==> src/rtl/conv_pkg.sv <==
`default_nettype none
// ============================================================================
// Module      : conv_pkg
// Description : Shared conv constants, FSM encodings and address helper.
// Revision    : 1.0 - initial release
// ============================================================================
package conv_pkg;

    localparam int IMG_W_DEF = 32;
    localparam int K_DEF     = 5;
    localparam int OUT_W_DEF = 28;

    localparam int ADDR_W  = 10;
    localparam int WADDR_W = 8;
    localparam int CNT_W   = 10;

    localparam logic [1:0] ST_IDLE  = 2'd0;
    localparam logic [1:0] ST_ISSUE = 2'd1;
    localparam logic [1:0] ST_WAIT  = 2'd2;
    localparam logic [1:0] ST_DONE  = 2'd3;

    // Row wrap jumps over the K-1 columns no window starts in.
    function automatic logic [ADDR_W-1:0] next_img_addr(
        input logic [ADDR_W-1:0] addr,
        input logic              col_wrap,
        input int                k
    );
        return col_wrap ? addr + ADDR_W'(k) : addr + ADDR_W'(1);
    endfunction

endpackage : conv_pkg
`default_nettype wire

==> src/rtl/conv_sequencer_if.sv <==
`default_nettype none
// ============================================================================
// Module      : conv_sequencer_if
// Description : Control/address bundle between frame controller and sequencer.
// Revision    : 1.0 - initial release
// ============================================================================
interface conv_sequencer_if;
    import conv_pkg::*;

    logic                go;
    logic                abort;
    logic                ac_done;
    logic                start;
    logic [ADDR_W-1:0]   img_addr;
    logic [WADDR_W-1:0]  w_addr;
    logic [ADDR_W-1:0]   pix_addr;
    logic                busy;
    logic                frame_done;

    modport master (
        output go, abort, ac_done,
        input  start, img_addr, w_addr, pix_addr, busy, frame_done
    );

    modport slave (
        input  go, abort, ac_done,
        output start, img_addr, w_addr, pix_addr, busy, frame_done
    );

endinterface : conv_sequencer_if
`default_nettype wire

==> src/rtl/conv_pos_counter.sv <==
`default_nettype none
// ============================================================================
// Module      : conv_pos_counter
// Description : Row/column position of the current output pixel.
// Revision    : 1.0 - initial release
// ============================================================================
module conv_pos_counter
    import conv_pkg::*;
#(
    parameter int OUT_W = OUT_W_DEF
) (
    input  wire logic             clk,
    input  wire logic             rst,
    input  wire logic             clr_i,
    input  wire logic             adv_i,
    output logic [CNT_W-1:0]      row_o,
    output logic [CNT_W-1:0]      col_o,
    output logic                  col_wrap_o
);

    logic [CNT_W-1:0] row_q;
    logic [CNT_W-1:0] col_q;

    always_ff @(posedge clk) begin
        if (rst || clr_i) begin
            row_q <= '0;
            col_q <= '0;
        end else if (adv_i) begin
            if (col_wrap_o) begin
                col_q <= '0;
                row_q <= row_q + CNT_W'(1);
            end else begin
                col_q <= col_q + CNT_W'(1);
            end
        end
    end

    assign row_o      = row_q;
    assign col_o      = col_q;
    assign col_wrap_o = (col_q == CNT_W'(OUT_W - 1));

endmodule : conv_pos_counter
`default_nettype wire

==> src/rtl/conv_sequencer.sv <==
`default_nettype none
// ============================================================================
// Module      : conv_sequencer
// Description : Walks every KxK window of a frame, one start per output pixel.
// Revision    : 1.0 - initial release
// ============================================================================
module conv_sequencer
    import conv_pkg::*;
#(
    parameter int                 IMG_W    = IMG_W_DEF,
    parameter int                 K        = K_DEF,
    parameter int                 OUT_W    = OUT_W_DEF,
    parameter logic [ADDR_W-1:0]  IMG_BASE = 10'h000,
    parameter logic [WADDR_W-1:0] W_BASE   = 8'h00
) (
    input  wire logic        clk,
    input  wire logic        rst,
    conv_sequencer_if.slave  bus
);

    generate
        if (OUT_W != IMG_W - K + 1) begin : g_param_check
            $error("conv_sequencer: OUT_W must equal IMG_W-K+1");
        end
    endgenerate

    logic [1:0]          state_q, state_d;
    logic [ADDR_W-1:0]   img_addr_q, img_addr_d;
    logic [ADDR_W-1:0]   pix_addr_q, pix_addr_d;
    logic [WADDR_W-1:0]  w_addr_q;
    logic                start_q, busy_q, frame_done_q;
    logic                cnt_clr, cnt_adv;
    logic [CNT_W-1:0]    row, col;
    logic                col_wrap, last_win;

    conv_pos_counter #(.OUT_W(OUT_W)) u_pos (
        .clk        (clk),
        .rst        (rst),
        .clr_i      (cnt_clr),
        .adv_i      (cnt_adv),
        .row_o      (row),
        .col_o      (col),
        .col_wrap_o (col_wrap)
    );

    assign last_win = col_wrap && (row == CNT_W'(OUT_W - 1));

    always_comb begin
        state_d    = state_q;
        img_addr_d = img_addr_q;
        pix_addr_d = pix_addr_q;
        cnt_clr    = 1'b0;
        cnt_adv    = 1'b0;
        if (bus.abort) begin
            state_d = ST_IDLE;
        end else begin
            case (state_q)
                ST_IDLE: if (bus.go) begin
                    state_d    = ST_ISSUE;
                    img_addr_d = IMG_BASE;
                    pix_addr_d = '0;
                    cnt_clr    = 1'b1;
                end
                ST_ISSUE: state_d = ST_WAIT;
                ST_WAIT: if (bus.ac_done) begin
                    if (last_win) begin
                        state_d = ST_DONE;
                    end else begin
                        state_d    = ST_ISSUE;
                        cnt_adv    = 1'b1;
                        img_addr_d = next_img_addr(img_addr_q, col_wrap, K);
                        pix_addr_d = pix_addr_q + ADDR_W'(1);
                    end
                end
                default: state_d = ST_IDLE;
            endcase
        end
    end

    // Flags are decoded from the next state so every output leaves a flop.
    always_ff @(posedge clk) begin
        if (rst) begin
            state_q      <= ST_IDLE;
            img_addr_q   <= IMG_BASE;
            pix_addr_q   <= '0;
            w_addr_q     <= W_BASE;
            start_q      <= 1'b0;
            busy_q       <= 1'b0;
            frame_done_q <= 1'b0;
        end else begin
            state_q      <= state_d;
            img_addr_q   <= img_addr_d;
            pix_addr_q   <= pix_addr_d;
            w_addr_q     <= W_BASE;
            start_q      <= (state_d == ST_ISSUE);
            busy_q       <= (state_d == ST_ISSUE) || (state_d == ST_WAIT);
            frame_done_q <= (state_d == ST_DONE);
        end
    end

    assign bus.start      = start_q;
    assign bus.busy       = busy_q;
    assign bus.frame_done = frame_done_q;
    assign bus.img_addr   = img_addr_q;
    assign bus.pix_addr   = pix_addr_q;
    assign bus.w_addr     = w_addr_q;

endmodule : conv_sequencer
`default_nettype wire

==> src/flat_wrapper.sv <==
// flat-port wrapper written by rule: the top's interface ports become plain ports
module conv_sequencer_flat import conv_pkg::*;
#(
    parameter int                 IMG_W    = IMG_W_DEF,
    parameter int                 K        = K_DEF,
    parameter int                 OUT_W    = OUT_W_DEF,
    parameter logic [ADDR_W-1:0]  IMG_BASE = 10'h000,
    parameter logic [WADDR_W-1:0] W_BASE   = 8'h00
)
  (clk, rst, bus_go, bus_abort, bus_ac_done, bus_start, bus_img_addr, bus_w_addr, bus_pix_addr, bus_busy, bus_frame_done);
  conv_sequencer_if bus_i ();
  input  wire logic clk;
  input  wire logic rst;
  input wire logic [$bits(bus_i.go)-1:0] bus_go;
  input wire logic [$bits(bus_i.abort)-1:0] bus_abort;
  input wire logic [$bits(bus_i.ac_done)-1:0] bus_ac_done;
  output wire logic [$bits(bus_i.start)-1:0] bus_start;
  output wire logic [$bits(bus_i.img_addr)-1:0] bus_img_addr;
  output wire logic [$bits(bus_i.w_addr)-1:0] bus_w_addr;
  output wire logic [$bits(bus_i.pix_addr)-1:0] bus_pix_addr;
  output wire logic [$bits(bus_i.busy)-1:0] bus_busy;
  output wire logic [$bits(bus_i.frame_done)-1:0] bus_frame_done;
  assign bus_i.go = bus_go;
  assign bus_i.abort = bus_abort;
  assign bus_i.ac_done = bus_ac_done;
  assign bus_start = bus_i.start;
  assign bus_img_addr = bus_i.img_addr;
  assign bus_w_addr = bus_i.w_addr;
  assign bus_pix_addr = bus_i.pix_addr;
  assign bus_busy = bus_i.busy;
  assign bus_frame_done = bus_i.frame_done;
  conv_sequencer #(.IMG_W(IMG_W), .K(K), .OUT_W(OUT_W), .IMG_BASE(IMG_BASE), .W_BASE(W_BASE)) u_core (.clk(clk), .rst(rst), .bus(bus_i));
endmodule
==> config.mk <==
export PLATFORM = sky130hd
export DESIGN_NAME = conv_sequencer_flat
export DESIGN_NICKNAME = d
export VERILOG_FILES = /design/src/rtl/conv_pkg.sv /design/src/rtl/conv_sequencer_if.sv /design/src/rtl/conv_pos_counter.sv /design/src/rtl/conv_sequencer.sv /design/src/flat_wrapper.sv
export SDC_FILE = /design/constraint.sdc
export NUM_CORES = 1
export LEC_CHECK = 0
export ABC_AREA = 1
export BUFFER_PORTS_ARGS = -buffer_cell sky130_fd_sc_hd__buf_2
export CAP_MARGIN = 20
export CORE_MARGIN = 2
export CORE_UTILIZATION = 54
export CTS_BUF_LIST = sky130_fd_sc_hd__clkbuf_2 sky130_fd_sc_hd__clkbuf_4 sky130_fd_sc_hd__clkbuf_8
export CTS_CLUSTER_SIZE = 20
export DETAILED_ROUTE_END_ITERATION = 10
export GPL_TIMING_DRIVEN = 1
export PLACE_DENSITY = 0.84
export SYNTH_ARGS = -nofsm -noshare
export SYNTH_HDL_FRONTEND = slang
export SYNTH_SLANG_ARGS = --single-unit
==> constraint.sdc <==
create_clock -name clk -period 1.95 [get_ports clk]
set_input_delay 0.195 -clock clk [delete_from_list [all_inputs] [get_ports clk]]
set_output_delay 0.195 -clock clk [all_outputs]
set_load 0.03 [all_outputs]
**After elaboration in Yosys (flattened, before gate mapping)**

Index checks and enable logic that the tools add are counted.
Widths: inputs -> output; s select.

- Add/subtract/negate cells: 5
- $mul: 0
- Div/mod/pow operators: 0
- Order comparisons: 0
- Eq/ne operators: 10
- Shift operators: 0
- Mux-type cells: 21
- Bitwise gates (word level): 1
- Reduce and logical (&&, ||, !) cells: 7

Operator list:

| cell | number |
|---|---|
| $mux 10 | 7 |
| $add 10x1->10 const B | 4 |
| $pmux 10 s2 | 2 |
| $eq 10x5->1 const B | 2 |
| $add 10x3->10 const B | 1 |
| $mux 2 | 4 |
| $mux 1 | 7 |
| $eq 2x2->1 const B | 3 |
| $ne 2x2->1 const B | 3 |
| $pmux 2 s3 | 1 |
| $reduce_and 5->1 | 1 |
| $eq 2x1->1 const B | 2 |
| $logic_not 2->1 | 1 |
| $logic_or 1x1->1 | 2 |
| $reduce_and 2->1 | 1 |
| $reduce_bool 2->1 | 1 |
| $logic_and 1x1->1 | 1 |
| $not 1->1 | 1 |

- Bits in registers: 45
- Latch bits: 0
- Memory bits (writable): 0
- Memory bits (read-only): 0
- Bits of input ports: 5
- Memories: 0

**Longest topological paths before layout**

Gate-level depths: netlist (run 1).

- Word-level depth: 8
- Gate-level depth with buffers: 13

**Hierarchy**

Synthesis (run 1) repeated with hierarchy kept, for this count alone.

- Cell total of the unflattened synthesis: 395
- Area, all modules: 2686.3 µm²

Modules (own cells, without submodules):

| module | times used | cells each | area an instance (µm²) | seq. area each (µm²) |
|---|---|---|---|---|
| conv_sequencer | 1 | 241 | 1616.6 | 500.5 |
| conv_pos_counter | 1 | 154 | 1069.8 | 400.4 |

**Least setup slack after synthesis (run 1)**

No wires, ideal clock.

- Path type: register to register
- From: register u_core.u_pos.col_q[0], in the netlist u_core.u_pos.col_o[0]
- To: register u_core.img_addr_q[6], in the netlist u_core.bus.img_addr[6]
- Setup time: 138 ps
- Data arrival time: 1843 ps
- Data required time: 1812 ps
- Slack: -31 ps
- Cell stages (with the launch flop): 12
- Buffers on the path: 0
- Period minus slack after synthesis: 1981 ps
- Cell sequence: dfxtp_1 ha_1 nand2_1 nor3_2 ha_1 nand2_1 nand2_1 nand2_1 xor2_1 nor2_1 nand3_1 a21oi_2

- Longest elaborated chain between the ends: 5

Ends and longest elaborated chain:

| element | RTL line | source |
|---|---|---|
| start, declared | conv_pos_counter.sv:22 | `logic [CNT_W-1:0] col_q;` |
| start signal, assigned | conv_pos_counter.sv:33 | `col_q <= col_q + CNT_W'(1);` |
| $eq 10x5->1 (*) | conv_pos_counter.sv:40 | `assign col_wrap_o = (col_q == CNT_W'(OUT_W - 1));` |
| $mux 10 | conv_pkg.sv:28 | `return col_wrap ? addr + ADDR_W'(k) : addr + ADDR_W'(1);` |
| $mux 10 | conv_sequencer.sv:66 | `if (last_win) begin` |
| $mux 10 | conv_sequencer.sv:65 | `ST_WAIT: if (bus.ac_done) begin` |
| $pmux 10 s2 | conv_sequencer.sv:57 | `case (state_q)` |
| end signal, assigned | conv_sequencer.sv:92 | `img_addr_q <= img_addr_d;` |
| end, declared | conv_sequencer.sv:28 | `logic [ADDR_W-1:0] img_addr_q, img_addr_d;` |

Mark *: on every way between the ends. The rest lies on a longest branch, timed or not. The select of a mux whose other input is x is not followed.
A chain may end at the register's enable or synchronous reset.

**Final worst setup path (run 1)**

- From: register u_core.u_pos.col_q[9], in the netlist u_core.u_pos.col_o[9]
- To: register u_core.img_addr_q[7], in the netlist u_core.bus.img_addr[7]

Same word-level chain as after synthesis.

==> flow_metrics.tcl, run 1 <==
set metrics [dict create \
    worst_setup_path_start_kind "flip-flop" \
    cts-hold-fix-buffers 0 \
    slew_viol_final 0 \
    area_delta_synth_final_pct 14.1 \
    grt_overflow_total 0 \
    fin_setup_tns_ns 0 \
    synth-adder-area-share 0.0321 \
    ys_ff_latch 45 \
    cells_on_worst_hold_path 4 \
    yosys.cell_types.count 34 \
    critPathMaxFanout 5 \
    number_of_enable_flip_flop_cells_after_synthesis 0 \
    post-route-min-period_ns 1.86 \
    dp_slack_ns 0.0141 \
    synth_top_area_share 0.330 \
    setup-violations-final 0 \
    synth_top_family_by_area "simple AND/OR/NAND/NOR gates" \
    drt-wirelength-per-cell_um 11.8 \
    nets 452 \
    rr_worst_depth 11 \
    core_area_um2 4790 \
    muxShareOfSynthArea 0 \
    place_congestion 0.906 \
    final_layout_size_suffix_gt1_frac 0.231 \
    cp-end-kind "flip-flop" \
    reg2reg_setup_slack_ns 0.09 \
    post_detailed_route_via_to_cell_ratio 5.13 \
    fmaxAchievable_mhz 538 \
    syn_inst 399 \
    maxCapViolations 0 \
    synth_async_sr_flop_share 0 \
    crit_chain "nor2_1 -> nand3_2 -> nor3_4 -> ha_4 -> nand3_1 -> nand2_2 -> nand3_1 -> nand2_1 -> nor2_1 -> nand3_1 -> a21oi_2" \
    floorplan.die_area_um2 5630 \
    yosysTopAreaCell "dfxtp_1" \
    cts-root-buf "clkbuf_8" \
    path_class "flip-flop to flip-flop" \
    reported_leakage_power_nw 1.27 \
    clk_latency_ns 0.29 \
    antenna_found_initial 0 \
    htreeDepth 2 \
    finClkSkew_ns 0.00699 \
    status "completed" \
    critPathRequiredTime_ns 2.18 \
    power_density_nw_per_um2 545 \
    starting_density_of_the_core 0.570 \
    regToRegEndpoint "u_core.bus.img_addr[7]" \
    finalWorstSetupSlack_ns 0.0918 \
    startpoint "u_core.u_pos.col_o[9]" \
    grt_first_pass_wirelength_um 9860 \
    floorplan.die.height_um 75.1 \
    cts_sinks 45 \
    worst_path_largest_cell_delay_ns 0.35 \
    route.detailed.drc 0 \
    timing.critical_path.to "u_core.bus.img_addr[7]" \
    reg2reg_from "u_core.u_pos.col_o[9]" \
    num_vias 2606 \
    path_common_cell "nand3_1" \
    worst_ir_drop_vdd_mv 0.338 \
    instances_no_fill 508 \
    ys_dominant_reg_cell "dfxtp_1" \
    finalCritPeriodShare 0.953 \
    synth.yosys.seq_area_share 0.330 \
    syn-mean-instance-area_um2 6.83 \
    drt_pass_1_iters 4 \
    routed_wl_um 5980 \
    netlist_top_cells_count "nand2_1, nor2_1, dfxtp_1, inv_1, nand3_1" \
    clock_tree_from_tritoncts "done" \
    grt_max_degree 20 \
    synth_warnings 0 \
    netlist_area_um2 2730 \
    synth-xor-area-share 0.0353 \
    hp-class "primary input to flip-flop" \
    ys_top_cells_by_area "dfxtp_1, nand2_1, nor2_1" \
    number_of_placement_rows 25 \
    dpl.hpwl_um 4330 \
    diodes 0 \
    horizontal_die_dimension_um 75.1 \
    hold_viol_final 0 \
    synth_compound_area_frac 0.101 \
    port_buffers 27 \
    finish.instance_area_um2 3110 \
    antenna_violating_nets_post_route 0 \
    drtIter0Drc 223 \
    timing.critical_path.arrival_ns 2.09 \
    buffers_from_clock_root_to_sink_at_most 2 \
    global_route.usage.total 0.222 \
    synthSimpleGateAreaFrac 0.396 \
    first_global_vias 2341 \
    cts_made_buffers 5 \
    cpMaxStageDelayCell "dfxtp_2" \
    dpl-instance-area_um2 2980 \
    worst_setup_hold_path_clk_slew_ns 0.08 \
    finalCoreUtilization 0.650 \
    ioPinCount 36 \
    numPlacedInstances 499 \
    synth.most_common_cell "nand2_1" \
]
[metal layers]
layer | share of wire | global-route usage
met1 | 0.43 | 0.270
met2 | 0.50 | 0.393
met3 | 0.058 | 0.0442
met4 | 0.0070 | 0.0675
met5 | 0 | 0
[critical path: cells and delay by family (launching register included)]
| kind | cells | cell delay (ns) |
|---|---|---|
| AO/OA/AOI/OAI | 1 | 0.15 |
| adder cells (fa/ha/maj) | 1 | 0.24 |
| flip-flops | 1 | 0.35 |
| AND/OR/NAND/NOR | 9 | 1.05 |
[cells by family after synthesis]
family,after synthesis
buffers and inverters,61
and+or+nand+nor,228
xor gates and xnor gates,11
DFF,45
AOI/OAI and AO/OA,46
adders and majority gates,7
other,1
[state kept, by name (all words and copies together) (netlist names)]
register and count:
u_core.bus.busy 1, u_core.bus.frame_done 1, u_core.bus.img_addr 10, u_core.bus.pix_addr 10
u_core.bus.start 1, u_core.state_q 2, u_core.u_pos.col_o 10, u_core.u_pos.row_o 10
[metrics by stage]
stage | hold slack, ns | power, W
floorplan | 0.391 | 0.00109
global placement | 0.469 | 0.00111
detailed placement | 0.474 | 0.00111
CTS | 0.220 | 0.00171
global route | 0.246 | 0.00175
finish | 0.230 | 0.00170
[layout by cell type (no fill, tap or decap), types with 2 or more instances in the layout]
cell type	Yosys	routed
inv_2	5	5
nand2_4	2	2
nand2_1	82	81
nand3_2	1	2
xnor2_1	3	3
dfxtp_1	45	43
buf_2	2	27
dfxtp_2	0	2
clkbuf_4	0	3
nor2_2	1	3
nand3b_1	3	3
nor2_4	2	2
nor2_1	61	59
a21oi_1	21	21
xor2_1	8	8
conb_1	1	8
nor3b_1	2	2
nand3_1	38	37
nor3b_2	3	3
nor3_1	6	6
clkbuf_8	0	5
nand2_2	14	15
buf_4	9	17
a21oi_2	10	10
nand4_1	10	10
o21ai_0	12	12
inv_1	38	38
ha_1	7	5
[worst min path at each step]
stage / to / startpoint / slack [ns]
2_1_floorplan: u_core.bus.img_addr[2] / rst / 0.39
3_3_place_gp: u_core.bus.img_addr[5] / u_core.bus.img_addr[5] / 0.47
3_5_place_dp: u_core.bus.img_addr[5] / u_core.bus.img_addr[5] / 0.47
4_1_cts: u_core.state_q[1] / bus_abort / 0.22
5_1_grt: u_core.bus.img_addr[2] / rst / 0.25
6_report: u_core.bus.img_addr[2] / rst / 0.23
[final cells by class]
class                      instances  area, µm²
clock buffer                       8       91.3
fill                             410       1680
inverter                          44        166
multi-input combinational        300       1600
sequential                        45        903
tap                               67       83.8
timing repair buffer              44        263
[report_power, final]
group / switching, W / internal (W)
registers: 0.0000101 / 0.000929
logic: 0.000116 / 0.0000382
clock network: 0.000306 / 0.000297
[timing repair]
action | 4_1_cts | 5_1_grt
endpoints found under the setup margin | 3 | 7
hold endpoints to repair | 0 | 0
gates resized for setup | 2 | 5
gates cloned | 0 | 0
pin swaps | 0 | 1
setup buffers | 0 | 1
Note: power is estimated with default switching activity, not from simulation.
==> inputs of run 2 (changes only) <==
Clock period 1.95 ns to 1.7 ns, I/O delays scaled along.
==> run 2 against run 1 <==
Via count increased by 14%. Largest power group unchanged. The run now ends with setup timing left. Sequential cell count unchanged. Cell area grew 14%. Critical path depth rose by 1. Core utilization up 8.8 points. Combinational power rose by 55%. Clock skew shrank 0.0035 ns. Routed wire length is 30% higher.
==> flow_metrics.tcl, run 2 (same netlist as run 1, synthesis figures left out) <==
set metrics [dict create \
    n_fill_cell 329 \
    buffers_from_clock_root_to_sink_at_most 2 \
    dpl-instance-area_um2 3170 \
    drt-wirelength-per-cell_um 14.6 \
    fmaxAchievable_mhz 545 \
    power.sequential.fraction 0.490 \
    layout.cells.most_common "nand2_1" \
    reported_leakage_power_nw 1.45 \
    grt_max_degree 20 \
    fin_setup_tns_ns -1.23 \
    antenna_violating_nets_post_route 0 \
    hold_viol_final 0 \
    clk_latency_ns 0.32 \
    worst_ir_drop_vdd_mv 0.606 \
    dp_slack_ns -0.0413 \
    area_occupied_by_multi_input_gates_um2 1730 \
    unrepaired_setup_endpoints_after_global_routing "true" \
    critPathRequiredTime_ns 1.96 \
    regToRegEndpoint "u_core.bus.img_addr[7]" \
    number_of_placement_rows 25 \
    finClkSkew_ns 0.00347 \
    rr_worst_depth 12 \
    pwr-share-clk 0.402 \
    drt_pass_1_iters 5 \
    min-delay-start "rst" \
    route.detailed.drc 0 \
    path_class "flip-flop to flip-flop" \
    ioPinCount 36 \
    diodes 0 \
    critPathMaxFanout 5 \
    antenna_found_initial 0 \
    status "finished, violations left" \
    worst_setup_hold_path_clk_slew_ns 0.09 \
    place_congestion 0.892 \
    area_delta_synth_final_pct 29.5 \
    starting_density_of_the_core 0.570 \
    power.switching_w 0.000575 \
    setup-violations-final 25 \
    switching_power_as_a_share_of_total_power 0.262 \
    final_layout_size_suffix_gt1_frac 0.338 \
    floorplan.die.height_um 75.1 \
    clock_tree_from_tritoncts "done" \
    grt_first_pass_wirelength_um 11000 \
    routed_wl_um 7790 \
    min_delay_worst_endpoint "u_core.bus.img_addr[0]" \
    ff_latch_area_um2 912 \
    nets 478 \
    cp-end-kind "flip-flop" \
    cts-hold-fix-buffers 0 \
    dpl.hpwl_um 4540 \
    global_route.usage.total 0.255 \
    power.share.combinational 0.108 \
    maxCapViolations 0 \
    cells_on_worst_hold_path 4 \
    port_buffers 27 \
    worst_setup_path_start_kind "flip-flop" \
    slew_viol_final 0 \
    post_detailed_route_via_to_cell_ratio 5.57 \
    timing.critical_path.arrival_ns 2.09 \
    cts-root-buf "clkbuf_8" \
    failed_checks "setup timing" \
    hp-class "primary input to flip-flop" \
    cts_made_buffers 5 \
    core_area_um2 4790 \
    reg2reg_setup_slack_ns -0.13 \
    horizontal_die_dimension_um 75.1 \
    floorplan.die_area_um2 5630 \
    fin_hold_ws_ns 0.188 \
    mostFrequentLayoutCells "nand2_1, nor2_1, dfxtp_1, nand3_1, buf_4" \
    finish.instance_area_um2 3530 \
    finalWorstSetupSlack_ns -0.134 \
    grt_overflow_total 0 \
    power_report.internal_total_w 0.00162 \
    htreeDepth 2 \
    power_density_nw_per_um2 622 \
    post-route-min-period_ns 1.83 \
    first_global_vias 2534 \
    finalCritPeriodShare 1.08 \
    drtIter0Drc 282 \
    num_vias 2977 \
    cts_sinks 45 \
    reg2reg_from "u_core.u_pos.col_o[1]" \
]
run 2: cell types whose count changed in the layout (fill, tap and decap cells not counted), moves of 5 or more:
cell     before  now
buf_4        17   34
nand2_1      81   73
buf_6         0    7
o21ai_0      12    5
dfxtp_1      43   38
inv_1        38   33
nand2_2      15   20
o21ai_1       0    5
run 2: critical path: stages, from the launching register on:
cell and delay, ns:
dfxtp_2 0.36, ha_4 0.16, nand2_4 0.05, nor3_4 0.22, ha_4 0.19, nand3_4 0.09
nand2_4 0.11, nand3_1 0.08, nand2_1 0.12, nand2_1 0.07, nor2_1 0.11, nand3_1 0.10
a21oi_2 0.12
run 2: metrics by stage:
| step | power, W | cells | util |
|---|---|---|---|
| after floorplan | 0.00125 | 406 | - |
| after global placement | 0.00129 | 516 | 0.662 |
| after detailed placement | 0.00129 | 516 | 0.662 |
| after CTS | 0.00216 | 526 | 0.696 |
| after global routing | 0.00225 | 534 | 0.738 |
| final | 0.00220 | 534 | 0.738 |
run 2: layout make-up:
cell class | instances | share of cell area
multi-input combinational | 300 | 0.490
sequential | 45 | 0.258
inverter | 44 | 0.0485
clock inverter | 2 | 0.0106
timing repair buffer | 70 | 0.146
tap | 67 | 0.0237
clock buffer | 6 | 0.0234
run 2: worst max path at each step:
stage                          start                      to  slack [ns]
6_report       u_core.u_pos.col_o[1]  u_core.bus.img_addr[7]       -0.13
5_1_grt        u_core.u_pos.col_o[1]  u_core.bus.img_addr[8]       -0.21
4_1_cts        u_core.u_pos.col_o[2]  u_core.bus.img_addr[4]       -0.02
3_5_place_dp   u_core.u_pos.col_o[1]  u_core.bus.img_addr[9]       -0.04
3_3_place_gp   u_core.u_pos.col_o[1]  u_core.bus.img_addr[9]       0.007
2_1_floorplan  u_core.u_pos.col_o[1]  u_core.bus.img_addr[9]       -0.07
run 2: timing repair:
action                                  CTS  global route
gates cloned                              0             1
resized for setup                        10            44
pin swaps                                10            18
endpoints found under the setup margin   10            26
buffers inserted                          2             7
run 2: layer usage:
metal,routed length (µm),track usage
met5,0,0
met3,551,0.0535
met1,3020,0.293
met4,228,0.119
met2,3990,0.451
run 2: power groups by stage:
stage,Sequential (W),Clock [W],Combinational [W]
finish,0.00108,0.000881,0.000238
global route,0.00108,0.000916,0.000253
CTS,0.00107,0.000885,0.000198
detailed placement,0.00110,0,0.000194
global placement,0.00110,0,0.000192
floorplan,0.00112,0,0.000129
